**config.mk**
```make
export PLATFORM = sky130hd
export DESIGN_NAME = seq_det_param
export DESIGN_NICKNAME = d
export VERILOG_FILES = /design/src/rtl/seq_det_param.sv
export SDC_FILE = /design/constraint.sdc
export NUM_CORES = 1
export LEC_CHECK = 0
export ABC_AREA = 1
export CORE_MARGIN = 1.5
export CORE_UTILIZATION = 45
export DETAILED_ROUTE_END_ITERATION = 10
export PLACE_DENSITY = 0.75
export SLEW_MARGIN = 15
export SYNTH_ARGS = -nofsm -noshare
export SYNTH_HDL_FRONTEND = slang
export SYNTH_SLANG_ARGS = --single-unit
```
**constraint.sdc**
```tcl
create_clock -name clk -period 1.27 [get_ports clk]
set_input_delay 0.127 -clock clk [delete_from_list [all_inputs] [get_ports clk]]
set_output_delay 0.127 -clock clk [all_outputs]
set_load 0.02 [all_outputs]
```
**src/rtl/seq_det_param.sv**
```systemverilog
`timescale 1ns/1ps
`default_nettype none
// ============================================================================
// Module   : seq_det_param
// Brief    : Runtime-programmable masked serial sequence detector (Mealy),
//            with overlap control and a saturating match counter.
// Revision : 1.0
// ============================================================================
module seq_det_param #(
  parameter int N     = 4,
  parameter int CNT_W = 8
) (
  input  logic             clk,
  input  logic             rst_n,
  input  logic             cfg_load,
  input  logic [N-1:0]     cfg_pattern,
  input  logic [N-1:0]     cfg_mask,
  input  logic             cfg_overlap,
  input  logic             in_valid,
  input  logic             data_in,
  output logic             data_out,
  output logic [CNT_W-1:0] match_cnt,
  input  logic             cnt_clr,
  output logic             busy
);

  localparam int               FILL_W    = (N <= 2) ? 1 : $clog2(N);
  localparam logic [FILL_W-1:0] FILL_LAST = FILL_W'(N - 1);
  localparam logic [FILL_W-1:0] FILL_ONE  = FILL_W'(1);
  localparam logic [CNT_W-1:0]  CNT_MAX   = '1;
  localparam logic [CNT_W-1:0]  CNT_ONE   = CNT_W'(1);

  typedef enum logic [0:0] {
    ST_FILL = 1'b0,
    ST_RUN  = 1'b1
  } state_t;

  state_t           r_state;
  state_t           w_state_nxt;
  logic [N-2:0]     r_hist;
  logic [N-2:0]     w_hist_nxt;
  logic [FILL_W-1:0] r_fill;
  logic [FILL_W-1:0] w_fill_nxt;
  logic [N-1:0]     r_pattern;
  logic [N-1:0]     r_mask;
  logic             r_overlap;
  logic [CNT_W-1:0] r_cnt;
  logic [N-1:0]     w_window;
  logic             w_hit;
  logic             w_match;

  // Oldest history bit lands in window[N-1], the live bit in window[0].
  assign w_window = {r_hist, data_in};
  assign w_hit    = (((w_window ^ r_pattern) & r_mask) == '0);
  assign w_match  = rst_n & in_valid & ~cfg_load & (r_state == ST_RUN) & w_hit;

  assign data_out  = w_match;
  assign busy      = (r_state == ST_RUN);
  assign match_cnt = r_cnt;

  always_ff @(posedge clk or negedge rst_n) begin
    if (!rst_n) begin
      r_state <= ST_FILL;
      r_hist  <= '0;
      r_fill  <= '0;
    end else begin
      r_state <= w_state_nxt;
      r_hist  <= w_hist_nxt;
      r_fill  <= w_fill_nxt;
    end
  end

  always_comb begin
    w_state_nxt = r_state;
    w_hist_nxt  = r_hist;
    w_fill_nxt  = r_fill;
    if (cfg_load || (w_match && !r_overlap)) begin
      // Flush: the next match must be built from N fresh accepted bits.
      w_state_nxt = ST_FILL;
      w_hist_nxt  = '0;
      w_fill_nxt  = '0;
    end else if (in_valid) begin
      w_hist_nxt = w_window[N-2:0];
      if (r_state == ST_FILL) begin
        w_fill_nxt = r_fill + FILL_ONE;
        if ((r_fill + FILL_ONE) == FILL_LAST) begin
          w_state_nxt = ST_RUN;
        end
      end
    end
  end

  always_ff @(posedge clk or negedge rst_n) begin
    if (!rst_n) begin
      r_pattern <= '0;
      r_mask    <= '1;
      r_overlap <= 1'b1;
    end else if (cfg_load) begin
      r_pattern <= cfg_pattern;
      r_mask    <= cfg_mask;
      r_overlap <= cfg_overlap;
    end
  end

  always_ff @(posedge clk or negedge rst_n) begin
    if (!rst_n) begin
      r_cnt <= '0;
    end else if (cnt_clr) begin
      r_cnt <= '0;
    end else if (w_match && (r_cnt != CNT_MAX)) begin
      r_cnt <= r_cnt + CNT_ONE;
    end
  end

endmodule
`default_nettype wire

```
Word level (Yosys, flattened, before mapping)
Cells that the tools add are included.
{"block": "classes", "add_sub_neg": 2, "multipliers": 0, "n_div": 0, "order_cmp": 0, "eq_ne": 3, "shifts": 0, "mux": 11, "bitwise": 7, "reduce_logical": 8}
{"op": "two-way mux 8 bit", "count": 2}
{"op": "adder 8 x 1 -> 8 bit (second input constant)", "count": 1}
{"op": "inequality test 8 bit (second input constant)", "count": 1}
{"op": "two-way mux 2 bit", "count": 3}
{"op": "two-way mux 3 bit", "count": 2}
{"op": "AND 1 bit", "count": 4}
{"op": "AND 4 bit", "count": 1}
{"op": "logical NOT 4 bit", "count": 1}
{"op": "two-way mux 1 bit", "count": 4}
{"op": "nonzero test 2 bit", "count": 2}
{"op": "XOR 4 bit", "count": 1}
{"op": "adder 2 x 1 -> 2 bit (second input constant)", "count": 1}
{"op": "== test 2 bit (second input constant)", "count": 1}
{"op": "logical AND 1 bit", "count": 2}
{"op": "inequality test 2 x 1 -> 1 bit (second input constant)", "count": 1}
{"op": "AND reduction 2 bit", "count": 1}
{"op": "logical NOT 1 bit", "count": 1}
{"op": "logical OR 1 bit", "count": 1}
{"op": "inverter 1 bit", "count": 1}
{"block": "totals", "reg_bits": 23, "latchBits": 0, "ramBits": 0, "rom_bits": 0, "in_bits": 15, "out_inout_bits": 10, "elab_cells": 38, "memories": 0}

Logic depth before layout (Yosys ltp)
{"block": "depth", "word_depth": 8, "mapped_depth": 8, "ltp_nobuf": 8}

Worst setup path before layout
Ideal clock, no wire load.
{"block": "synth_path", "kind": "register -> register", "startpoint": "register r_cnt[0] (netlist: match_cnt[0])", "endpoint": "register r_cnt[2] (netlist: match_cnt[2])", "setup_time_ns": 0.066, "arrival_ns": 1.398, "required_time_ns": 1.204, "setup_slack_ns": -0.194, "path_stages_with_launch": 8, "synth_period_minus_slack_ns": 1.464, "cell_sequence": "dfrtp_1 > ha_1 > nand2_2 > nor2_4 > nand3_4 > nand3_4 > nand3_1 > nand2_1"}
{"block": "synth_between", "elab_chain_len": 3}
{"item": "start: declaration", "line": "47", "rtl": "logic [CNT_W-1:0] r_cnt;"}
{"item": "start signal: assignment", "line": "111", "rtl": "r_cnt <= r_cnt + CNT_ONE;"}
{"item": "adder 8 x 1 -> 8 bit / inequality test 8 bit (equally long branches)", "line": "111, 110"}
{"item": "two-way mux 8 bit / logical AND 1 bit (equally long branches)", "line": "110", "rtl": "end else if (w_match && (r_cnt != CNT_MAX)) begin"}
{"item": "two-way mux 8 bit / nonzero test 2 bit (equally long branches)"}
Several ways; a longest one is shown, not always the timed one. The select of a mux whose other input is x is not followed.
A chain may end at the register's enable or synchronous reset.

Worst setup path after layout
{"block": "layout_path", "startpoint": "register r_hist[1]", "endpoint": "output data_out"}
{"block": "layout_between", "elab_chain_len": 4}
{"item": "start: declaration", "line": "40", "rtl": "logic [N-2:0] r_hist;"}
{"item": "start signal: assignment", "line": "68", "rtl": "r_hist <= w_hist_nxt;"}
{"item": "XOR 4 bit", "line": "54", "rtl": "assign w_hit = (((w_window ^ r_pattern) & r_mask) == '0);"}
{"item": "AND 4 bit", "line": "54"}
{"item": "logical NOT 4 bit", "line": "54"}
{"item": "AND 1 bit", "line": "55", "rtl": "assign w_match = rst_n & in_valid & ~cfg_load & (r_state == ST_RUN) & w_hit;"}
{"item": "end: declaration", "line": "21", "rtl": "output logic data_out,"}
Every way passes these cells.

==> qor.yml <==
job:
  timing.max_cap.violations: 0
clock_network:
  clock_path_buffers: 2
  insertion_delay_ns: 0.31
  cts.sinks: 23
  clk_pin_slew_ns: 0.13
  cts_tree: "done"
  numCtsBuffers: 3
  cts_hold_buffers: 0
  htreeDepth: 1
  root_buffer: "clkbuf_4"
logic_synthesis:
  syn_area_um2: 1329
  synth.top_cell.area_share: 0.3390
  synthArstFlopShare: 1.000
  synth.area.top_cells: "dfrtp_1, nand2_1, dfstp_2"
  synthTopCellsByCount: "nand2_1, inv_1, dfrtp_1, nand3_1"
  yosysUniqueCellTypes: 24
  yosysSeqAreaShare: 0.4379
  syn_inst: 164
  syn-num-nets: 181
  ys_seq_elements: 23
  yosysWarnings: 0
  synth-main-ff-cell: "dfrtp_1"
  synth-edff-count: 0
  synth_largest_area_cell: "dfrtp_1"
  yosysMostFrequentCell: "nand2_1"
  syn_area_per_cell_um2: 8.102
sta:
  finalCriticalPeriod_ns: 1.425
  final.setup.worst_slack_ns: -0.1545
  finalSetupViolCount: 14
  rsz0062_at_grt: "true"
  hold_viol_final: 0
  slew-limit-headroom: 0.7967
  fmax_mhz: 702.0
  worst_pin_slew_ns: 0.3050
  fin_skew_ns: 0.002298
  finalCritPeriodShare: 1.122
  slew_violations: 0
critical_path:
  crit_type: "reg2out"
  cp.arrival_ns: 1.30
  start_kind: "register"
  crit_required_ns: 1.14
  cp-end-kind: "output pin"
  cp_max_fo: 3
drt:
  drtAntennaViolNets: 0
  drt_wl_total_um: 3553
  wl_per_cell_um: 14.04
  drc: 0
  vias_per_cell: 5.300
  dr.pass1.iters: 4
  via_count: 1341
  drtIter0Drc: 58
worst_hold_path:
  min_path_type: "in2async"
die:
  num_io_pins: 25
  die_w_um: 57.34
  dieArea_um2: 3288
  coreArea_um2: 2781
  die-height_um: 57.34
  start_util: 0.4777
  row_count: 19
layout:
  syn2layout_area_growth_pct: 50.19
  stdcell_count: 253
  nNetsFinal: 240
  n_antenna_cell: 0
  layout-drive-gt1-share: 0.4144
global_routing:
  antenna_found_initial: 0
  grt_pass1_wl_um: 5837
  track_usage: 0.2285
  overflow: 0
  grt_max_degree: 24
  grt_pass1_vias: 1337
placement:
  dp.cells: 236
  place_hpwl_um: 2305
  port_buffers: 24
  gp_congestion: 0.8417
  place_ws_ns: -0.5650
run_status:
  violations: "setup timing"
  status: "finished, violations left"
power:
  irDropWorstVdd_mv: 0.5727
  power_density_nw_per_um2: 718.2
  p_leak_nw: 0.9872
==> worst paths after layout <==
path                            cells past startpoint         from           end  slack, ns
worst max register to register                     10    r_hist[1]          busy      -0.11
worst min-delay path                                2        rst_n  match_cnt[5]       0.26
worst min register to register                      2    r_mask[0]     r_mask[0]       0.48
max in group asynchronous                           2        rst_n     r_mask[1]       0.73
worst max-delay path                                6    r_hist[1]      data_out      -0.15
min in group clk                                    3  cfg_mask[2]     r_mask[2]       0.31
==> stage by stage <==
stage	hold slack, ns	util	TNS, ns	cell area [um^2]	total power [W]
after floorplan	-0.1686	-	-0.001160	1350	0.0009288
after global placement	0.4571	0.6338	-3.860	1763	0.001043
after detailed placement	0.4536	0.6338	-4.533	1763	0.001053
after CTS	0.2762	0.7004	-1.013	1948	0.001422
after global routing	0.2727	0.7175	-2.032	1996	0.001507
final	0.2566	0.7175	-1.097	1996	0.001433
==> layer usage <==
metal  GRT usage  vias to the layer above  part of all wire
met5           0                        -                 0
met4     0.07973                        0             0.016
met3     0.02494                        8             0.039
met2      0.4448                       51              0.57
met1      0.2515                      645              0.37
li1            -                      637                 -
==> report_power, final <==
part	internal [W]	switching (W)
clock	0.000123	0.000222
combinational	0.000131	0.000149
sequential	0.000780	0.0000285
==> cell type report <==
cell class | count | area (um^2)
fillers | 209 | 785.8
multi-input cells | 115 | 774.5
flip-flops and latches | 23 | 588.1
repair buffers | 56 | 475.5
inverters | 24 | 92.59
well taps | 31 | 38.79
clock buffers | 4 | 26.28
==> cell families (layout without fill, tap and decap cells) <==
logic type      Yosys count  in the layout  share of synthesized area
simple gates             98             99                     0.3974
fa+ha+maj                 2              2                    0.01883
buf+inv                  27             84                    0.08192
flops                    23             23                     0.4379
xor+xnor                  4              4                    0.02636
compound gates           10             10                    0.03767
==> layout by cell type (no fill, tap or decap), drive strengths merged <==
cell type and count:
a21oi 4, buf 34, clkbuf 5, clkdlybuf4s15 1, clkdlybuf4s50 14, dfrtp 18, dfstp 5, dlygate4sd2 6
ha 2, inv 24, nand2 51, nand3 21, nand4 8, nor2 18, nor3 1, o21ai 6
xor2 4
==> state kept, by name, summed over array words and instances (netlist names) <==
register,cells
match_cnt,8
r_mask,4
r_pattern,4
r_hist,3
r_fill,2
busy,1
r_overlap,1
==> repair_timing <==
item,in CTS,in global routing
buffers inserted,7,4
cloned,2,0
gates resized for setup,44,9
setup endpoints to repair,24,18
endpoints found under the hold margin,0,0
pin swaps,15,16
==> worst max-delay path, cell delays in order (launching register included) <==
cell and delay [ns]:
dfrtp_1 0.43, inv_2 0.08, nand2_2 0.06, nand3_2 0.08, nand2_4 0.08, nor2_8 0.13, buf_6 0.13
No activity file was read; power rests on OpenSTA's default activity.
